File: config.mk
export PLATFORM = sky130hd
export DESIGN_NAME = instr_fetch_unit
export DESIGN_NICKNAME = d
export VERILOG_FILES = /design/src/rtl/instr_fetch_unit.sv
export SDC_FILE = /design/constraint.sdc
export NUM_CORES = 1
export LEC_CHECK = 0
export ABC_AREA = 0
export CAP_MARGIN = 20
export CORE_AREA = 2 2 128 130
export CTS_BUF_LIST = sky130_fd_sc_hd__clkbuf_4 sky130_fd_sc_hd__clkbuf_8 sky130_fd_sc_hd__clkbuf_16
export CTS_CLUSTER_SIZE = 8
export DETAILED_ROUTE_END_ITERATION = 10
export DIE_AREA = 0 0 130 132
export PLACE_DENSITY = 0.64
export SLEW_MARGIN = 20
export SYNTH_ARGS = -nofsm -noshare
export SYNTH_HDL_FRONTEND = slang
export SYNTH_SLANG_ARGS = --single-unit
File: constraint.sdc
create_clock -name clk -period 2.3 [get_ports clk]
set_clock_uncertainty 0.15 [all_clocks]
set_input_delay 0.23 -clock clk [delete_from_list [all_inputs] [get_ports clk]]
set_output_delay 0.23 -clock clk [all_outputs]
set_load 0.005 [all_outputs]
File: src/rtl/instr_fetch_unit.sv
// rtl/instr_fetch_unit.sv - IF stage: PC, instruction memory and IF/ID pipeline register
//
// Ports:
//   clk          pipeline clock, all state updates on rising edge
//   rst          synchronous active-high reset
//   stall        hazard stall from ID; hold PC and IF/ID register
//   br_taken     branch resolved taken in EX
//   br_target    branch target byte address
//   jmp_valid    ID has decoded a j instruction
//   jmp_index    instr_index field of that j
//   pc           current fetch PC (byte address)
//   fd_pc        PC+4 of the instruction in fd_ir
//   fd_ir        fetched instruction to ID
//   fd_valid     fd_ir is a real (non-squashed) instruction
//   fetch_count  saturating count of valid instructions delivered to ID
//
// Optional feature macro: FETCH_DELAY_SLOT_EN
//   When defined, a jump redirect keeps the delay-slot fetch instead of squashing it.
module instr_fetch_unit #(
    parameter int          IMEM_DEPTH = 64,
    parameter logic [31:0] NOP_WORD   = 32'h00000020
) (
    input  logic        clk,
    input  logic        rst,
    input  logic        stall,
    input  logic        br_taken,
    input  logic [31:0] br_target,
    input  logic        jmp_valid,
    input  logic [25:0] jmp_index,
    output logic [31:0] pc,
    output logic [31:0] fd_pc,
    output logic [31:0] fd_ir,
    output logic        fd_valid,
    output logic [31:0] fetch_count
);

    localparam int AW = (IMEM_DEPTH > 1) ? $clog2(IMEM_DEPTH) : 1;

    // Word-addressed instruction store, preloaded externally and never reset.
    logic [31:0] instruction [IMEM_DEPTH];

    logic [31:0]   pc_plus4;
    logic [31:0]   jmp_pc;
    logic [31:0]   br_pc;
    logic [31:0]   word;
    logic [31:0]   count_inc;
    logic [AW-1:0] word_idx;
    logic          in_range;

    assign pc_plus4  = pc + 32'd4;
    assign br_pc     = {br_target[31:2], 2'b00};
    assign jmp_pc    = {fd_pc[31:28], jmp_index, 2'b00};
    assign word_idx  = pc[AW+1:2];
    assign in_range  = ({2'b00, pc[31:2]} < 32'(IMEM_DEPTH));
    assign word      = in_range ? instruction[word_idx] : NOP_WORD;
    assign count_inc = (fetch_count == 32'hFFFF_FFFF) ? fetch_count : fetch_count + 32'd1;

    always_ff @(posedge clk) begin
        if (rst) begin
            pc          <= 32'd0;
            fd_pc       <= 32'd0;
            fd_ir       <= NOP_WORD;
            fd_valid    <= 1'b0;
            fetch_count <= 32'd0;
        end else if (br_taken) begin
            // Branch is the older instruction: it wins over a same-cycle jump,
            // and the word fetched this cycle is on the wrong path.
            pc       <= br_pc;
            fd_pc    <= pc_plus4;
            fd_ir    <= NOP_WORD;
            fd_valid <= 1'b0;
        end else if (jmp_valid) begin
            pc    <= jmp_pc;
            fd_pc <= pc_plus4;
`ifdef FETCH_DELAY_SLOT_EN
            // The word behind the jump is its delay slot and must execute.
            fd_ir       <= word;
            fd_valid    <= 1'b1;
            fetch_count <= count_inc;
`else
            fd_ir    <= NOP_WORD;
            fd_valid <= 1'b0;
`endif
        end else if (!stall) begin
            pc          <= pc_plus4;
            fd_pc       <= pc_plus4;
            fd_ir       <= word;
            fd_valid    <= 1'b1;
            fetch_count <= count_inc;
        end
    end

endmodule

==> impl_metrics.tcl <==
set metrics [dict create \
    outcome "completed" \
    maxCapViolations 0 \
    post-route-period-util 0.932 \
    synth-seq-cells 93 \
    min_path_cells 2 \
    hold_path_end "fd_pc[4]" \
    drc 0 \
    crit_arrival_ps 2270 \
    cts_sinks 93 \
    rrSetupSlack_ps 160 \
    clkTransAtPathRegs_ps 70 \
    cts_setup_buffers 0 \
    syn_inst 694 \
    setup_violations 0 \
    irDropWorstVdd_mv 0.342 \
    path_cells "ha_1 > nand4_1 > nor4_1 > buf_4 > nand4_1 > and3b_1 > nor3_1" \
    cts_root_buf "clkbuf_16" \
    pin_count 192 \
    min_from "rst" \
    grt_start_max_net_pins 67 \
    clock_power_share 0.369 \
    synth_seq_area_share 0.344 \
    final_common_cell "clkdlybuf4s50_1" \
    r2r-end "pc[28]" \
    synth_warnings 0 \
    ant_nets 0 \
    clkLatencyLatePin_ps 360 \
    worst_slew_pin_slew_ps 513 \
    wire_per_inst_um 16.6 \
    antenna_found_initial 2 \
    die_w_um 130 \
    hold_path.class "in2reg" \
    ctsHoldBuffers 0 \
    critPathKind "reg2reg" \
    p_switching_uw 1100 \
    start_util 0.344 \
    min_period_ps 2140 \
    vias 5838 \
    reg2reg_from "pc[2]" \
    critPathMostFrequentCell "nand4_1" \
    syn-cell-area_um2 5410 \
    async_reset_ff_frac 0 \
    sw_frac_of_total 0.279 \
    comb_power_share 0.184 \
    crit_slowest_cell "dfxtp_1" \
    final_area_um2 7840 \
    reg2regPathDepth 7 \
    grt_pass1_wl_um 28500 \
    synth_top_area_share 0.344 \
    grt_pass1_vias 5454 \
    htreeDepth 3 \
    mostFrequentLayoutCells "clkdlybuf4s50_1 (151), dfxtp_1 (93), buf_4 (81), nor2_1 (80), nand2_1 (61)" \
    tns_ps 0 \
    clk_path_buf_depth 2 \
    place_congestion 0.838 \
    cts_buffers 9 \
    yosys.area.top_type "dfxtp_1" \
    drtIter0Drc 336 \
    rows 46 \
    maxSlewHeadroom 0.658 \
    die_area_um2 17200 \
    dp.cells 1100 \
    ys.flop_type "dfxtp_1" \
    areaGrowthSynthToFinish_pct 44.9 \
    crit_path_max_fanout 12 \
    synth_edf_count 0 \
    die_y_um 132 \
    startpoint_type "flip-flop" \
    cp.required_ps 2430 \
    max_stage_delay_ps 360 \
    vias_per_cell 5.22 \
    p_int_uw 2830 \
    static-leakage-power_uw 0.00297 \
    clock.fmax_mhz 467 \
    slew_violations 0 \
    track_usage 0.210 \
    drt-total-wl_um 18600 \
    synth.area.top_cells "dfxtp_1 (34%), nor2_1 (5.5%), buf_4 (5.0%)" \
    dpl-instance-area_um2 7560 \
    gr-total-overflow 0 \
    layout-drive-gt1-share 0.134 \
    hold_violations 0 \
    end_kind "flip-flop" \
    first_pass_iters 4 \
    p_per_area_nw_per_um2 500 \
    cts_tree "done" \
    port_buffers 153 \
    nets 960 \
    synth.avg_cell_area_um2 7.80 \
    core_area_um2 15700 \
    dpl.hpwl_um 13600 \
    final_cells 1118 \
    ys_types 64 \
    post_cts_resized 0 \
    rsz0062_at_grt "no" \
    whs_ps 175 \
    p_seq_frac 0.447 \
]
[worst max path at each step]
stage / start / end / slack, ps
5_1_grt: pc[12] / pc[28] / 1
2_1_floorplan: stall / fetch_count[31] / 130
3_3_place_gp: stall / fetch_count[31] / -140
3_5_place_dp: stall / fetch_count[31] / -190
6_report: pc[2] / pc[28] / 160
4_1_cts: fetch_count[19] / fetch_count[17] / 170
[metal layers]
metal / track usage / vias up / share of wire
met5: 0 / - / 0
li1: - / 2879 / -
met4: 0.0585 / 0 / 0.018
met2: 0.347 / 229 / 0.46
met3: 0.0560 / 25 / 0.083
met1: 0.268 / 2705 / 0.44
[cell families (layout without fill, tap and decap cells)]
kind of cell / Yosys count / count (layout) / share of synthesized area
DFF: 93 / 93 / 0.344
muxes: 11 / 11 / 0.0213
xor gates and xnor gates: 33 / 33 / 0.0534
and+or+nand+nor: 302 / 302 / 0.287
AOI/OAI and AO/OA: 155 / 155 / 0.193
adders and majority gates: 2 / 2 / 0.00462
buffers and inverters: 96 / 268 / 0.0957
other: 2 / 38 / 0.00139
[power by group through the flow]
stage	Combinational, uW	Clock (uW)	Sequential (uW)
5_1_grt	780	1530	1760
3_5_place_dp	718	0	1790
2_1_floorplan	325	0	1800
4_1_cts	721	1480	1750
6_report	721	1450	1750
3_3_place_gp	713	0	1790
[cell usage after synthesis (6+ instances only)]
| cell type | count |
|---|---|
| nor2_1 | 80 |
| mux2i_1 | 7 |
| nor4_1 | 17 |
| nand3_1 | 34 |
| inv_1 | 12 |
| a21oi_1 | 45 |
| nand4_1 | 28 |
| and4_1 | 9 |
| o21ai_0 | 24 |
| clkbuf_1 | 33 |
| o31ai_1 | 6 |
| or3_1 | 14 |
| a311oi_1 | 6 |
| or4_1 | 6 |
| o22ai_1 | 11 |
| dfxtp_1 | 93 |
| nor3_1 | 20 |
| nand2_1 | 62 |
| and3_1 | 9 |
| a211oi_1 | 25 |
| buf_4 | 36 |
| xor2_1 | 21 |
| xnor2_1 | 12 |
[state kept, by name (all words and copies together) (netlist names)]
name         count
pc              30
fd_valid         1
fetch_count     32
fd_pc           30
[metrics by stage]
stage                util  total power (uW)  worst slack [ps]
floorplan               -              2120               129
global placement    0.481              2500              -141
global route        0.499              4070              1.08
finish              0.499              3920               157
CTS                 0.499              3950               166
detailed placement  0.481              2510              -191
[critical path, delay by kind of cell (launching register included)]
kind	cells	cell delay, ps
adder cells (fa/ha/maj)	1	190
buffers and inverters	1	250
flip-flops	1	360
AND/OR/NAND/NOR	5	1110
[final cells by class]
| class | instances | area (um2) |
|---|---|---|
| Antenna cell | 2 | 5.00 |
| Clock buffer | 10 | 233 |
| Clock inverter | 6 | 45.0 |
| Fill cell | 1588 | 7870 |
| Inverter | 14 | 52.6 |
| Multi-Input combinational cell | 539 | 3170 |
| Sequential cell | 93 | 1860 |
| Tap cell | 216 | 270 |
| Timing Repair Buffer | 238 | 2210 |
Power figures use the tool's default switching activity.
